`src/rtl/tester_ctrl_fsm.sv`:
```
// Tester control FSM: decodes UART command bytes and push buttons, drives pattern-memory
// writes/reads and UART replies, and issues a timed reset pulse. Optional: TESTER_ECHO_EN.
module tester_ctrl_fsm #(
    parameter  int DATA_W   = 6,
    parameter  int CH_N     = 4,
    parameter  int RST_CYC  = 4,
    parameter  int WAIT_MAX = 255,
    localparam int ADDR_W   = $clog2(CH_N)
) (
    input  logic              in_clk,
    input  logic              in_rst,
    input  logic              in_push_sw,
    input  logic              in_push_rst,
    input  logic              in_urx_vld,
    input  logic [7:0]        in_urx,
    input  logic [DATA_W-1:0] in_mem,
    input  logic              in_mem_w_rd,
    input  logic              in_utx_s_bs,
    input  logic              in_utx_s_rd,
    output logic [DATA_W-1:0] out_mem,
    output logic [ADDR_W-1:0] out_mem_addr,
    output logic              out_mem_w_en,
    output logic [7:0]        out_utx_data,
    output logic              out_utx_s_en,
    output logic              out_rst,
    output logic              out_err
);

    localparam int WAIT_W = $clog2(WAIT_MAX + 1);
    localparam int RST_W  = $clog2(RST_CYC + 1);
    localparam logic [WAIT_W-1:0] WAIT_LAST = WAIT_W'(WAIT_MAX - 1);
    localparam logic [RST_W-1:0]  RST_LAST  = RST_W'(RST_CYC - 1);

    typedef enum logic [2:0] {
        S_IDLE, S_DECODE, S_MEM_WR, S_MEM_RD, S_RD_CAP, S_TX_REQ, S_TX_WAIT, S_RST_OUT
    } state_t;

    state_t              state;
    logic [7:0]          cmd;
    logic                sw_q;
    logic                btn_rst_q;
    logic [WAIT_W-1:0]   wait_cnt;
    logic [RST_W-1:0]    rst_cnt;
`ifdef TESTER_ECHO_EN
    logic                echo_pend;
`endif

    logic sw_edge;
    logic btn_rst_edge;

    assign sw_edge      = in_push_sw  & ~sw_q;
    assign btn_rst_edge = in_push_rst & ~btn_rst_q;

    // Read reply: tag 2'b10 in the top bits, slot data right-aligned, zero padding between.
    function automatic logic [7:0] rd_byte(input logic [DATA_W-1:0] d);
        logic [7:0] b;
        b              = 8'h80;
        b[DATA_W-1:0]  = d;
        return b;
    endfunction

    // NOTE: all state and outputs update with non-blocking assignments so every branch
    // below sees the values from before this clock edge.
    always_ff @(posedge in_clk or negedge in_rst) begin
        if (!in_rst) begin
            state        <= S_IDLE;
            cmd          <= '0;
            sw_q         <= 1'b0;
            btn_rst_q    <= 1'b0;
            wait_cnt     <= '0;
            rst_cnt      <= '0;
            out_mem      <= '0;
            out_mem_addr <= '0;
            out_mem_w_en <= 1'b0;
            out_utx_data <= '0;
            out_utx_s_en <= 1'b0;
            out_rst      <= 1'b0;
            out_err      <= 1'b0;
`ifdef TESTER_ECHO_EN
            echo_pend    <= 1'b0;
`endif
        end else begin
            sw_q         <= in_push_sw;
            btn_rst_q    <= in_push_rst;
            out_utx_s_en <= 1'b0;

            // Only IDLE accepts bytes; anything arriving elsewhere is lost.
            if (in_urx_vld && state != S_IDLE) out_err <= 1'b1;

            case (state)
                S_IDLE: begin
                    if (btn_rst_edge) begin
                        out_rst <= 1'b1;
                        rst_cnt <= '0;
                        state   <= S_RST_OUT;
                    end else if (in_urx_vld) begin
                        cmd <= in_urx;
`ifdef TESTER_ECHO_EN
                        out_utx_data <= in_urx;
                        echo_pend    <= 1'b1;
                        wait_cnt     <= '0;
                        state        <= S_TX_REQ;
`else
                        state <= S_DECODE;
`endif
                    end else if (sw_edge) begin
                        state <= S_MEM_RD;
                    end
                end

                S_DECODE: begin
                    case (cmd[7:6])
                        2'b00: begin
                            out_mem      <= cmd[DATA_W-1:0];
                            out_mem_w_en <= 1'b1;
                            wait_cnt     <= '0;
                            state        <= S_MEM_WR;
                        end
                        2'b01: begin
                            if (int'(cmd[5:0]) < CH_N) out_mem_addr <= cmd[ADDR_W-1:0];
                            else                       out_err      <= 1'b1;
                            state <= S_IDLE;
                        end
                        2'b10: state <= S_MEM_RD;
                        default: begin
                            out_mem_addr <= '0;
                            out_rst      <= 1'b1;
                            rst_cnt      <= '0;
                            state        <= S_RST_OUT;
                        end
                    endcase
                end

                S_MEM_WR: begin
                    if (in_mem_w_rd) begin
                        out_mem_w_en <= 1'b0;
                        state        <= S_IDLE;
                    end else if (wait_cnt == WAIT_LAST) begin
                        out_mem_w_en <= 1'b0;
                        out_err      <= 1'b1;
                        state        <= S_IDLE;
                    end else begin
                        wait_cnt <= wait_cnt + 1'b1;
                    end
                end

                S_MEM_RD: state <= S_RD_CAP;

                S_RD_CAP: begin
                    out_utx_data <= rd_byte(in_mem);
                    wait_cnt     <= '0;
                    state        <= S_TX_REQ;
                end

                S_TX_REQ: begin
                    if (!in_utx_s_bs) begin
                        out_utx_s_en <= 1'b1;
                        wait_cnt     <= '0;
                        state        <= S_TX_WAIT;
                    end else if (wait_cnt == WAIT_LAST) begin
                        out_err <= 1'b1;
                        state   <= S_IDLE;
`ifdef TESTER_ECHO_EN
                        echo_pend <= 1'b0;
`endif
                    end else begin
                        wait_cnt <= wait_cnt + 1'b1;
                    end
                end

                S_TX_WAIT: begin
                    if (in_utx_s_rd) begin
`ifdef TESTER_ECHO_EN
                        // The echo has gone out; now run the command it announced.
                        if (echo_pend) begin
                            echo_pend <= 1'b0;
                            state     <= S_DECODE;
                        end else begin
                            state <= S_IDLE;
                        end
`else
                        state <= S_IDLE;
`endif
                    end else if (wait_cnt == WAIT_LAST) begin
                        out_err <= 1'b1;
                        state   <= S_IDLE;
`ifdef TESTER_ECHO_EN
                        echo_pend <= 1'b0;
`endif
                    end else begin
                        wait_cnt <= wait_cnt + 1'b1;
                    end
                end

                S_RST_OUT: begin
                    if (rst_cnt == RST_LAST) begin
                        out_rst <= 1'b0;
                        state   <= S_IDLE;
                    end else begin
                        rst_cnt <= rst_cnt + 1'b1;
                    end
                end

                default: state <= S_IDLE;
            endcase
        end
    end

endmodule
```
`config.mk`:
```
export PLATFORM = sky130hd
export DESIGN_NAME = tester_ctrl_fsm
export DESIGN_NICKNAME = d
export VERILOG_FILES = /design/src/rtl/tester_ctrl_fsm.sv
export SDC_FILE = /design/constraint.sdc
export NUM_CORES = 1
export LEC_CHECK = 0
export CAP_MARGIN = 0
export CORE_MARGIN = 4
export CORE_UTILIZATION = 49
export CTS_CLUSTER_SIZE = 8
export DETAILED_ROUTE_END_ITERATION = 10
export PLACE_DENSITY = 0.76
export SETUP_SLACK_MARGIN = 0.2
export SYNTH_ARGS = -nofsm -noshare
export SYNTH_HDL_FRONTEND = slang
export SYNTH_SLANG_ARGS = --single-unit
```
`constraint.sdc`:
```
create_clock -name in_clk -period 3.2 [get_ports in_clk]
set_input_delay 0.32 -clock in_clk [delete_from_list [all_inputs] [get_ports in_clk]]
set_output_delay 0.32 -clock in_clk [all_outputs]
set_load 0.02 [all_outputs]
```
* Word-level counts from Yosys, hierarchy flattened
Index checks and enable logic that the tools add are counted.
** Storage, ports and cells
- Register bits after elaboration :: 43
- Input port bits :: 22
** Cells by class
- Bitwise gates (word level) :: 6
- Reductions and logical operators :: 17
- Equality and inequality tests :: 21
- Magnitude comparators :: 1
- Multiplexer cells :: 40
- $add $sub $neg :: 2
** Operators with widths (number)
- $mux 8 :: 5
- $pmux 8 s5 :: 1
- $mux 3 :: 11
- $pmux 3 s8 :: 1
- $pmux 3 s3 :: 2
- $mux 1 :: 15
- $ne 2x2->1 const B :: 7
- $eq 3x3->1 const B :: 4
- $reduce_and 4->1 :: 3
- $eq 3x2->1 const B :: 3
- $reduce_and 3->1 :: 3
- $add 8x1->8 const B :: 1
- $eq 8x8->1 const B :: 1
- $lt 6x3->1 const B :: 1
- $reduce_bool 3->1 :: 2
- $reduce_bool 5->1 :: 1
- $ne 4x4->1 const B :: 1
- $not 1->1 :: 4
- $pmux 1 s4 :: 1
- $pmux 2 s2 :: 1
- $reduce_and 2->1 :: 2
- $add 3x1->3 const B :: 1
- $eq 3x1->1 const B :: 1
- $logic_not 3->1 :: 1
- other kinds (13) :: 14

* Longest topological paths before layout
- Depth after elaboration :: 6
- Mapped depth :: 6
- Gate-level depth less buffers :: 6

* Worst setup path before layout
No wires, ideal clock.
- Kind :: register -> register
- Start point :: register state[2]
- End point :: register cmd[0]
- Period minus slack after synthesis :: 1.505 ns
- Cell stages (with the launch flop) :: 6
- Library setup time :: 0.125 ns
- Path buffers :: 1
- Arrival time :: 1.381 ns
- Slack :: 1.695 ns
- Path through :: dfrtp_1 buf_6 nor2_1 nand3_1 nor2_4 mux2_2
** On the way
- Word-level cells in the longest chain between the ends :: 2
** Ends and longest elaborated chain
- start, declared :: RTL line 38 : state_t state;
- start signal, assigned :: RTL line 66 : state <= S_IDLE;
- start signal, assigned :: RTL line 95 : state <= S_RST_OUT;
- start signal, assigned :: RTL line 104 : state <= S_DECODE;
- $logic_not 3->1 :: RTL line 90 : case (state)
- $reduce_and 3->1 (no line)
- end signal, assigned :: RTL line 97 : cmd <= in_urx;
- end, declared :: RTL line 39 : logic [7:0] cmd;
Every way passes these cells.
A chain may end at the register's enable or synchronous reset.

* Worst setup path after layout
- Start point :: register state[2]
- End point :: register wait_cnt[7]
** On the way
- Word-level cells in the longest chain between the ends :: 3
- Elaborated cells on any way between the ends :: 11
** Ends and longest elaborated chain
- $eq 3x3->1 (tied with other cells) :: RTL line 90
- $reduce_bool 5->1 (no line) (tied with other cells)
- $reduce_and 4->1 (no line)
- end signal, assigned :: RTL line 143 : wait_cnt <= wait_cnt + 1'b1;
- end signal, assigned :: RTL line 167 : wait_cnt <= wait_cnt + 1'b1;
- end signal, assigned :: RTL line 191 : wait_cnt <= wait_cnt + 1'b1;
- end, declared :: RTL line 42 : logic [WAIT_W-1:0] wait_cnt;
Parallel ways exist; a longest one is shown, timed or not.

==> impl_metrics.json <==
{
  "status": "finished clean",
  "drt_pass1_iterations": 4,
  "path_max_fanout": 19,
  "finClkSkew_ns": 0.009218,
  "clkLatencyLatePin_ns": 0.29,
  "cts_resized": 0,
  "relSlewSlack_pct": 36.07,
  "setup_viol": 0,
  "clock_path_buffers": 2,
  "layout_common_cells": "dfrtp_1, clkdlybuf4s50_1, mux2_2",
  "port_buffers": 40,
  "ys_ff_latch": 43,
  "area_growth_pct": 24.88,
  "syn_area_per_cell_um2": 11.16,
  "fin_cells": 281,
  "max_freq_mhz": 536.5,
  "mostFrequentLayoutCell": "dfrtp_1",
  "grt_pass1_vias": 1530,
  "grt_max_degree": 44,
  "ys.flop_type": "dfrtp_1",
  "post_cts_buffers": 0,
  "period_minus_slack_ns": 1.864,
  "clkSinkCount": 43,
  "placedCellCount": 273,
  "yosysTopAreaCell": "dfrtp_1",
  "fp.dieH_um": 73.96,
  "synth_area_leaders": "dfrtp_1, mux2_2, o21ai_0, a21oi_1, ha_1",
  "drtAntennaViolNets": 0,
  "drt_iter0_drc": 96,
  "yosysWarnings": 0,
  "p_per_area_mw_per_mm2": 889.7,
  "cts.clk_slew.worst_paths_ns": 0.08,
  "nNetsFinal": 256,
  "met2_usage_pct": 25.10,
  "dieArea_mm2": 0.005470,
  "design_area_mm2": 0.002663,
  "slew_violations": 0,
  "layout-drive-gt1-share_pct": 18.18,
  "rsz0062_at_grt": "no",
  "arrival_ns": 2.09,
  "vdd_ir_drop_max_mv": 0.4176,
  "cp.required_ns": 3.42,
  "core-area_mm2": 0.004115,
  "synth.top_cell.area_share_pct": 50.47,
  "synthArstFlopShare_pct": 100.0,
  "critical_path_class": "reg2reg",
  "grt_use_met1_pct": 25.98,
  "synth_edf_count": 0,
  "cap_viol_max_count": 0,
  "placed_cell_area_mm2": 0.002530,
  "grt.busiest_layer": "met1",
  "diodes": 0,
  "h-tree-depth": 2,
  "synth_nets": 217,
  "vias_per_cell": 5.580,
  "finalCritPeriodShare_pct": 58.24,
  "syn_area_mm2": 0.002132,
  "worstSetupEndpointType": "flop",
  "cts_root_buffer": "clkbuf_8",
  "cp-start-kind": "flop",
  "fin_tns_setup_ns": 0,
  "cts_hold_buffers": 0,
  "drc": 0,
  "dp_hpwl_um": 3007,
  "yosysUniqueCellTypes": 46,
  "worst_pin_slew_ns": 0.9590,
  "cts_tree": "yes",
  "cts_buffers": 5,
  "hold_class": "in2async",
  "finalHoldViolations": 0,
  "avgRoutedWirePerCell_um": 15.04,
  "rows": 23,
  "io_pins": 42,
  "ys_seq_area_share_pct": 50.47,
  "leakagePower_nw": 1.143,
  "die_w_um": 73.96,
  "met3_usage_pct": 4.054,
  "grt_pass1_wl_um": 7369,
  "start_util_pct": 51.81,
  "gp_congestion": 0.7724,
  "gr-total-overflow": 0,
  "syn_inst": 191,
  "vias": 1568,
  "wl_um": 4225,
  "grtUsageTotal_pct": 17.53,
  "antenna_found_initial": 0
}
[cells in the mapped netlist (3+ instances only)]
cell type  instances
nor2b_1            6
a22o_1             3
nand2_1            7
dfrtp_1           43
nand3_1            7
nand4_1            3
nor3_1             3
buf_2              3
ha_1               4
inv_1              9
nor2_1             9
o21ai_0           14
buf_6              3
a21oi_1           12
mux2_2            23
nand2b_1           3
[layer usage]
| layer | wire length, µm | vias up |
|---|---|---|
| met3 | 191 | 7 |
| met2 | 1924 | 33 |
| met1 | 2039 | 762 |
| met4 | 70 | 0 |
| li1 | - | 766 |
| met5 | 0 | - |
[power by group]
part,leakage [nW],switching (mW),total [mW],internal [mW]
clock network,0.0654,0.181,0.492,0.312
registers,0.538,0.190,0.924,0.734
logic,0.540,0.455,0.952,0.497
total,1.14,0.825,2.37,1.54
[sequential cells by signal (all words and copies together) (netlist names)]
register	count
out_mem	6
out_err	1
out_mem_w_en	1
out_utx_data	7
state	3
wait_cnt	8
out_rst	1
out_utx_s_en	1
sw_q	1
out_mem_addr	2
btn_rst_q	1
rst_cnt	3
cmd	8
[through the flow]
| step | total power [mW] | hold slack, ns | util (%) | worst slack (ns) |
|---|---|---|---|---|
| global placement | 1.869 | 0.4545 | 61.48 | 1.381 |
| floorplan | 1.571 | 0.02441 | - | 1.695 |
| global route | 2.548 | 0.2417 | 64.70 | 1.136 |
| CTS | 2.397 | 0.1959 | 64.70 | 1.349 |
| finish | 2.369 | 0.1720 | 64.70 | 1.336 |
| detailed placement | 1.894 | 0.4532 | 61.48 | 1.346 |
[critical path, cell delays in order (launching register included)]
cell	delay [ns]
dfrtp_1	0.70
mux2_4	0.37
o21ai_4	0.34
a21bo_1	0.25
a21oi_1	0.12
[area by class of cell]
class	count	area (µm²)
fill	352	1453
timing repair buffer	40	395.4
clock inverter	2	60.06
multi-input combinational	131	962.2
sequential	43	1076
inverter	9	33.78
clock buffer	6	72.57
tap	50	62.56
[final timing paths]
path,to,cells after the start,startpoint,slack [ns]
hold reg to reg,out_utx_data[7]$_DFFE_PN0P_,1,out_utx_data[7]$_DFFE_PN0P_,0.48
max in group asynchronous,out_mem[5]$_DFFE_PN0P_,1,in_rst,2.42
setup reg to reg,wait_cnt[7]$_DFFE_PN0P_,4,state[2]$_DFFE_PN0P_,1.34
hold / removal,out_mem_addr[1]$_DFFE_PN0P_,1,in_rst,0.17
min in group in_clk,out_utx_data[7]$_DFFE_PN0P_,1,out_utx_data[7]$_DFFE_PN0P_,0.48
setup / recovery,wait_cnt[7]$_DFFE_PN0P_,4,state[2]$_DFFE_PN0P_,1.34
[logic make-up (layout without fill, tap and decap cells)]
group / after synthesis / count (layout) / share of synthesized area (%)
other: 1 / 1 / 0.1759
adder cells (fa/ha/maj): 4 / 4 / 2.348
buffers and inverters: 17 / 57 / 4.401
flip-flops: 43 / 43 / 50.47
AO/OA/AOI/OAI: 45 / 45 / 13.91
multiplexers: 24 / 24 / 12.85
AND/OR/NAND/NOR: 57 / 57 / 15.85
Note: power is estimated with default switching activity, not from simulation.
